===== src/rtl/detect_pkg.sv =====
// Shared definitions for the detect event counter: FSM state encodings and
// default parameter values.
package detect_pkg;

  localparam int unsigned CntWDefault   = 8;
  localparam int unsigned WinLenDefault = 64;
  localparam int unsigned ThreshDefault = 4;

  typedef enum logic {
    StIdle = 1'b0,
    StRun  = 1'b1
  } run_state_e;

  typedef enum logic {
    StEmpty = 1'b0,
    StFull  = 1'b1
  } rpt_state_e;

endpackage


===== src/rtl/detect_event_counter_if.sv =====
// Report handshake bundle: valid/ready with the reported count and alarm.
interface detect_event_counter_if #(
  parameter int unsigned CNT_W = detect_pkg::CntWDefault
) ();

  logic             rptValid;
  logic             rptReady;
  logic [CNT_W-1:0] rptCount;
  logic             alarmAH;

  modport master (
    output rptValid,
    output rptCount,
    output alarmAH,
    input  rptReady
  );

  modport slave (
    input  rptValid,
    input  rptCount,
    input  alarmAH,
    output rptReady
  );

endinterface


===== src/rtl/win_timer.sv =====
// Window timer: run FSM plus a 0..WIN_LEN-1 cycle counter. winEnd pulses on
// the last cycle of each window; the count is cleared whenever enAH is low.
module win_timer
  import detect_pkg::*;
#(
  parameter int unsigned WIN_LEN = WinLenDefault
) (
  input  logic sysClk,
  input  logic resetH,
  input  logic enAH,
  output logic runAH,
  output logic winEnd
);

  localparam int unsigned     WinW    = $clog2(WIN_LEN);
  localparam logic [WinW-1:0] LastCnt = WinW'(WIN_LEN - 1);

  run_state_e      state_q, state_d;
  logic [WinW-1:0] win_cnt_q, win_cnt_d;

  assign runAH  = (state_q == StRun);
  // A window-end cycle is still honoured when enAH drops on that same cycle.
  assign winEnd = (state_q == StRun) && (win_cnt_q == LastCnt);

  // Next state of the run FSM and the window position.
  always_comb begin
    state_d   = state_q;
    win_cnt_d = '0;
    unique case (state_q)
      StIdle: begin
        if (enAH) state_d = StRun;
      end
      StRun: begin
        if (!enAH) begin
          state_d = StIdle;
        end else if (!winEnd) begin
          win_cnt_d = win_cnt_q + 1'b1;
        end
      end
      default: state_d = StIdle;
    endcase
  end

  // State registers with synchronous reset.
  always_ff @(posedge sysClk) begin
    if (resetH) begin
      state_q   <= StIdle;
      win_cnt_q <= '0;
    end else begin
      state_q   <= state_d;
      win_cnt_q <= win_cnt_d;
    end
  end

endmodule


===== src/rtl/detect_event_counter.sv =====
// Detect event counter: counts detector pulses per fixed window and offers
// each window total as a report over a valid/ready handshake, with a
// threshold alarm and a sticky overflow flag for dropped reports.
// Build option: define DETECT_CNT_SAT_EN to saturate the event count at
// 2^CNT_W-1 instead of wrapping.
module detect_event_counter
  import detect_pkg::*;
#(
  parameter int unsigned CNT_W   = CntWDefault,
  parameter int unsigned WIN_LEN = WinLenDefault,
  parameter int unsigned THRESH  = ThreshDefault
) (
  input  logic                   sysClk,
  input  logic                   resetH,
  input  logic                   enAH,
  input  logic                   detAH,
  input  logic                   clrOvfAH,
  output logic                   ovfAH,
  detect_event_counter_if.master rpt
);

  localparam logic [CNT_W-1:0] ThreshVal = CNT_W'(THRESH);

  logic             run;
  logic             win_end;
  logic [CNT_W-1:0] evt_cnt_q, evt_cnt_d;
  logic [CNT_W-1:0] win_total;
  rpt_state_e       rpt_state_q, rpt_state_d;
  logic [CNT_W-1:0] rpt_count_q, rpt_count_d;
  logic             alarm_q, alarm_d;
  logic             ovf_q, ovf_d;

  win_timer #(
    .WIN_LEN(WIN_LEN)
  ) u_win_timer (
    .sysClk(sysClk),
    .resetH(resetH),
    .enAH  (enAH),
    .runAH (run),
    .winEnd(win_end)
  );

  // Running total including this cycle's detection.
  always_comb begin
`ifdef DETECT_CNT_SAT_EN
    win_total = (detAH && (evt_cnt_q != '1)) ? evt_cnt_q + 1'b1 : evt_cnt_q;
`else
    win_total = evt_cnt_q + CNT_W'(detAH);
`endif
  end

  // Event count: accumulates inside a window, clears at window end or when idle.
  always_comb begin
    evt_cnt_d = '0;
    if (run && enAH && !win_end) evt_cnt_d = win_total;
  end

  // Report FSM: load on window end, drop and flag overflow if still unaccepted.
  always_comb begin
    rpt_state_d = rpt_state_q;
    rpt_count_d = rpt_count_q;
    alarm_d     = alarm_q;
    ovf_d       = ovf_q;
    if (clrOvfAH) ovf_d = 1'b0;
    unique case (rpt_state_q)
      StEmpty: begin
        if (win_end) begin
          rpt_state_d = StFull;
          rpt_count_d = win_total;
          alarm_d     = (win_total >= ThreshVal);
        end
      end
      StFull: begin
        if (win_end) begin
          if (rpt.rptReady) begin
            rpt_count_d = win_total;
            alarm_d     = (win_total >= ThreshVal);
          end else begin
            // Set wins over a coincident clear.
            ovf_d = 1'b1;
          end
        end else if (rpt.rptReady) begin
          rpt_state_d = StEmpty;
          alarm_d     = 1'b0;
        end
      end
      default: rpt_state_d = StEmpty;
    endcase
  end

  // State registers with synchronous reset.
  always_ff @(posedge sysClk) begin
    if (resetH) begin
      evt_cnt_q   <= '0;
      rpt_state_q <= StEmpty;
      rpt_count_q <= '0;
      alarm_q     <= 1'b0;
      ovf_q       <= 1'b0;
    end else begin
      evt_cnt_q   <= evt_cnt_d;
      rpt_state_q <= rpt_state_d;
      rpt_count_q <= rpt_count_d;
      alarm_q     <= alarm_d;
      ovf_q       <= ovf_d;
    end
  end

  assign rpt.rptValid = (rpt_state_q == StFull);
  assign rpt.rptCount = rpt_count_q;
  assign rpt.alarmAH  = alarm_q;
  assign ovfAH        = ovf_q;

endmodule


===== src/flat_wrapper.sv =====
// flat-port wrapper written by rule: the top's interface ports become plain ports
module detect_event_counter_flat import detect_pkg::*;
#(
  parameter int unsigned CNT_W   = CntWDefault,
  parameter int unsigned WIN_LEN = WinLenDefault,
  parameter int unsigned THRESH  = ThreshDefault
)
  (sysClk, resetH, enAH, detAH, clrOvfAH, ovfAH, rpt_rptValid, rpt_rptCount, rpt_alarmAH, rpt_rptReady);
  detect_event_counter_if #(.CNT_W(CNT_W)) rpt_i ();
  input  logic sysClk;
  input  logic resetH;
  input  logic enAH;
  input  logic detAH;
  input  logic clrOvfAH;
  output logic ovfAH;
  output wire logic [$bits(rpt_i.rptValid)-1:0] rpt_rptValid;
  output wire logic [$bits(rpt_i.rptCount)-1:0] rpt_rptCount;
  output wire logic [$bits(rpt_i.alarmAH)-1:0] rpt_alarmAH;
  input wire logic [$bits(rpt_i.rptReady)-1:0] rpt_rptReady;
  assign rpt_rptValid = rpt_i.rptValid;
  assign rpt_rptCount = rpt_i.rptCount;
  assign rpt_alarmAH = rpt_i.alarmAH;
  assign rpt_i.rptReady = rpt_rptReady;
  detect_event_counter #(.CNT_W(CNT_W), .WIN_LEN(WIN_LEN), .THRESH(THRESH)) u_core (.sysClk(sysClk), .resetH(resetH), .enAH(enAH), .detAH(detAH), .clrOvfAH(clrOvfAH), .ovfAH(ovfAH), .rpt(rpt_i));
endmodule

===== config.mk =====
export PLATFORM = sky130hd
export DESIGN_NAME = detect_event_counter_flat
export DESIGN_NICKNAME = d
export VERILOG_FILES = /design/src/rtl/detect_pkg.sv /design/src/rtl/detect_event_counter_if.sv /design/src/rtl/win_timer.sv /design/src/rtl/detect_event_counter.sv /design/src/flat_wrapper.sv
export SDC_FILE = /design/constraint.sdc
export NUM_CORES = 1
export LEC_CHECK = 0
export CAP_MARGIN = 5
export CORE_UTILIZATION = 48
export DETAILED_ROUTE_END_ITERATION = 7
export HOLD_SLACK_MARGIN = 0.03
export PLACE_DENSITY_LB_ADDON = 0.25
export SYNTH_ARGS = -nofsm -noshare
export SYNTH_HDL_FRONTEND = slang
export SYNTH_HIERARCHICAL = 1
export SYNTH_SLANG_ARGS = --single-unit

===== constraint.sdc =====
create_clock -name sysClk -period 2.3 [get_ports sysClk]
set_input_delay 0.345 -clock sysClk [delete_from_list [all_inputs] [get_ports sysClk]]
set_output_delay 0.345 -clock sysClk [all_outputs]
set_load 0.05 [all_outputs]

; After elaboration in Yosys (flattened, before gate mapping)
; Cells that the tools add are included.
[op_classes]
muxes = 18
n_lt_le_gt_ge = 1
bitwise_logic = 4
n_reduce_logical = 8
n_eq_ne = 4
addsub = 2
[op_table]
columns = cell, count
row1 = two-way mux 8 bit, 3
row2 = one-hot mux 8 bit (2 select lines), 1
row3 = two-way mux 1 bit, 12
row4 = adder 8 x 1 -> 8 bit, 1
row5 = >= comparator 8 x 3 -> 1 bit (second input constant), 1
row6 = adder 6 x 1 -> 6 bit (second input constant), 1
row7 = == test 6 bit (second input constant), 1
row8 = != test 2 x 1 -> 1 bit (second input constant), 2
row9 = inverter 1 bit, 4
row10 = one-hot mux 1 bit (2 select lines), 2
row11 = OR reduction 4 bit, 1
row12 = logical AND 1 bit, 3
row13 = AND reduction 3 bit, 1
row14 = != test 2 bit (second input constant), 1
row15 = AND reduction 2 bit, 1
row16 = OR reduction 2 bit, 1
row17 = zero test 1 bit, 1
[totals]
register_bits = 26
inputBits = 6
word_cells = 44
output_inout_bits = 11

; Longest topological paths before layout
[depth]
ltp_word = 6
depth_mapped = 8
depth_no_buf = 7

; Hierarchy
; The synthesis kept the hierarchy.
[modules_own_cells]
columns = mod, seq_area_each_um2, cells_each, area_per_inst_um2, n_inst
row1 = detect_event_counter, 380.4, 81, 757.0, 1
row2 = win_timer, 140.1, 30, 275.3, 1

; Worst setup path before layout
; Ideal clock, no wire load.
[synth_timing]
path_type = flip-flop to flip-flop
start = register u_core.u_win_timer.win_cnt_q[0]
end = register u_core.rpt_count_q[4] (netlist: u_core/rpt.rptCount[4])
t_arrival_ps = 1604
path_stages_with_launch = 9
path_slack_ps = 611
synth_period_minus_slack_ps = 1689
t_required_ps = 2214
setup_time_ps = 86
n_path_buf = 1
cell_sequence = dfxtp_1 ha_1 nand2_1 nor3_1 inv_1 nor2_4 buf_4 nor2_1 a211oi_1
[synth_via]
elab_chain_len = 4
word_cells_on_any_way = 5
cone_classes = 3 x eq/ne / 2 x reduce/logical
[synth_rtl]
columns = item, line_no
row1 = "start, declared", win_timer.sv:19  ; logic [WinW-1:0] win_cnt_q, win_cnt_d;
row2 = "start signal, assigned", win_timer.sv:51  ; win_cnt_q <= win_cnt_d;
row3 = == test 6 bit *, win_timer.sv:23  ; assign winEnd = (state_q == StRun) && (win_cnt_q == LastCnt);
row4 = logical AND 1 bit *, win_timer.sv:23
row5 = named net u_core.win_end, detect_event_counter.sv:25  ; logic win_end;
row6 = != test 2 x 1 -> 1 bit (no source line), --
row7 = AND reduction 3 bit (no source line) *, --
row8 = "end signal, assigned", detect_event_counter.sv:102  ; rpt_count_q <= rpt_count_d;
row9 = "end, declared", detect_event_counter.sv:29  ; logic [CNT_W-1:0] rpt_count_q, rpt_count_d;
; Mark *: on every way through the listed nets, which the timed path passes. The rest lies on a longest branch.
; A chain may end at the register's enable or synchronous reset.

; Worst setup path after layout
[layout_timing]
start = register u_core.u_win_timer.win_cnt_q[0]
end = register u_core.alarm_q (netlist: u_core/rpt.alarmAH)
[layout_via]
elab_chain_len = 4
word_cells_on_any_way = 6
cone_classes = 2 x eq/ne / 2 x mux / 2 x reduce/logical
[layout_rtl]
columns = item, line_no
row1 = == test 6 bit *, win_timer.sv:23
row2 = logical AND 1 bit *, win_timer.sv:23
row3 = named net u_core.win_end, detect_event_counter.sv:25
row4 = two-way mux 1 bit or != test 2 x 1 -> 1 bit (tied branches), --
row5 = one-hot mux 1 bit (2 select lines) or AND reduction 2 bit (tied branches), --
row6 = "end signal, assigned", detect_event_counter.sv:103  ; alarm_q <= alarm_d;
row7 = "end, declared", detect_event_counter.sv:30  ; logic alarm_q, alarm_d;
; Marks and branches as above.

==> metrics.txt <==
Worst Tran Pin Value 0.5010 ns; Fillers 164; initial core utilization 0.5208; Final setup viols 0; Setup crit start kind flop; Hold Buf Count CTS 0; DRT Pass-1 Iters 4; initial antenna violation count 0; mapped cell area 1032 µm²; adder-cell share of the synthesized area 0.03636; H-tree depth 1; compound-gate portion of the synthesized area 0.1018; final instance area 1259 µm²; Primary FF master, synth dfxtp_1; share of cells above drive strength 1 0.09231; XOR/XNOR Fraction of Synth Area 0.05939; instance count of the mapped netlist 111; RSZ-0062 raised after global routing no; I/O Pins 17; vias per cell 5.000; die height 48.38 µm; Slew HR 0.6649; first-pass GRT wire length 3153 µm; Congestion Overflow GR 0; FP Rows 16; combinational family with the most area after synthesis simple AND/OR/NAND/NOR gates; Leak 0.4128 nW; Max Cap Violations 0; Cell variety after synth 29; Max Clk Rate 0.5104 GHz; Worst Path Max Fanout 16; yosys warns 6; maximum number of pins on one net before global-route repair 17; global route hottest layer met2; area of the multi-input gates 474.2 µm²; CP Data Required Time 2.50 ns; nets in the synthesized netlist 120; Antenna Violating Nets Remaining 0; Final #Nets 140; Post-CTS Resized 0; PD cells 553.2 nW/µm²; FFs w/ async S/R, synth 0; Reg area 520.5 µm²; Post-Synth Simple-Gate Area 0.2424; Worst Path Arrival 2.15 ns; CTS buffer count 3; worst vdd ir 0.3651 mV; drt wl/cell 11.24 µm; Area after DPL 1222 µm²; clock tree sinks 26; top post-synthesis cells by count dfxtp_1, nor2_1, inv_1; Slew Limit Fails 0; TritonCTS clock tree built; Total Routing Usage GR 0.1758; vias in the first global route 730; top-area cell type share of the netlist area 0.5042; Detailed Route Iter0 Violations 11; setup bufs post-CTS 0; DR DRC count 0; R2R setup slack 0.34 ns; Layout Area Growth over Synthesis 21.94%; Sum Neg Setup Slack 0 ns; Synth Register Bits 26; sequential area share after synthesis 0.5042; number of buffers added on ports 16; leading area contributor after synthesis dfxtp_1; synth top area cells dfxtp_1, nor2_1, a211oi_1; routed wire length 1765 µm; M3 GR Usage 0.02830; Tmin final 1.959 ns; routed vias 785; final-report hold violation count 0; DIE AREA 2340 µm²; fin cells 157; clock root buffer clkbuf_4; met2 Use GR 0.2911; status completed; multiplexer share of the synthesized area 0.01939; Die X 48.38 µm; Min-Delay Path Class flop to flop; crit share post-route 0.8518; Clock Latency Late Sink 0.31 ns; Bufs on Longest Clock Path 2; dpl cells 153; met1 usage 0.2220; clock-pin slew on the worst setup and hold paths 0.13 ns; DP HPWL 1297 µm; WS Path Type flop to flop; RD Place Congestion 0.7796; CORE AREA 1982 µm²; Crit. End Element flop; skew final 0.003438 ns; Avg Inst Size Synth 9.299 µm²; EDFF count, synth 0; diode count 0
[placed cells by master (no fill, tap or decap), drive strengths merged]
cell type,count
a211oi,6
a21oi,2
a31oi,2
and4,1
buf,1
clkbuf,4
clkdlybuf4s50,16
dfxtp,26
ha,3
inv,7
mux2i,2
nand2,4
nand3,6
nand3b,1
nand4,1
nor2,27
nor2b,3
nor3,4
nor4,1
o21a,2
o21ai,2
o21bai,1
or3,1
xnor2,3
xor2,4
[worst paths after layout]
| check | start | endpoint | cells past startpoint |
|---|---|---|---|
| worst min register to register | u_core/u_win_timer/win_cnt_q[0]$_SDFF_PP0_ | u_core/u_win_timer/win_cnt_q[0]$_SDFF_PP0_ | 1 |
| worst max-delay path | u_core/u_win_timer/win_cnt_q[0]$_SDFF_PP0_ | u_core/rpt.alarmAH$_SDFFE_PP0P_ | 7 |
| worst max register to register | u_core/u_win_timer/win_cnt_q[0]$_SDFF_PP0_ | u_core/rpt.alarmAH$_SDFFE_PP0P_ | 7 |
| worst min-delay path | u_core/u_win_timer/win_cnt_q[0]$_SDFF_PP0_ | u_core/u_win_timer/win_cnt_q[0]$_SDFF_PP0_ | 1 |
[through the flow]
step / hold slack [ns] / setup WS, ns / total power [mW] / utilization
after floorplan: 0.4166 / 0.6110 / 0.4717 / -
after global placement: 0.4432 / 0.3301 / 0.4850 / 0.6168
after detailed placement: 0.4525 / 0.2796 / 0.4855 / 0.6168
after CTS: 0.4778 / 0.3285 / 0.7095 / 0.6351
after global routing: 0.5110 / 0.09853 / 0.7294 / 0.6351
final: 0.4767 / 0.3408 / 0.6963 / 0.6351
[cell type report]
cell class              count  share of cell area
well taps                  27             0.02684
inverters                   7             0.02087
flip-flops and latches     26              0.4135
repair buffers             17              0.1332
multi-input cells          76              0.3767
clock buffers               4             0.02883
[cells by family (layout without fill, tap and decap cells)]
logic type | after synthesis | in the layout
XOR/XNOR | 7 | 7
flip-flops | 26 | 26
adder cells (fa/ha/maj) | 3 | 3
multiplexers | 2 | 2
AO/OA/AOI/OAI | 15 | 15
buffers and inverters | 9 | 28
AND/OR/NAND/NOR | 49 | 49
[worst max-delay path, cell delays in order, from the launching register on]
cell and delay (ns):
dfxtp_1 0.39, ha_1 0.21, nand2_1 0.08, nor3_1 0.33, inv_1 0.16, nor2_4 0.35
and4_1 0.25, a31oi_1 0.08
[state kept, by name, indices dropped and copies added, names as in the netlist]
register,flops
u_core/rpt.rptCount,8
u_core/u_win_timer/win_cnt_q,6
u_core/u_win_timer/runAH,1
u_core/evt_cnt_q,8
u_core/ovfAH,1
u_core/rpt.alarmAH,1
u_core/rpt.rptValid,1
[layer usage]
layer	wire length [µm]	part of all wire	up-vias
met3	69	0.039	2
li1	-	-	413
met2	797	0.45	19
met1	874	0.50	351
met4	23	0.013	0
met5	0	0	-
[power breakdown]
part	internal (mW)	switching, mW
Clock	0.0966	0.124
Combinational	0.0118	0.0101
Sequential	0.452	0.00131
Total	0.560	0.136
No activity file was read; power rests on OpenSTA's default activity.
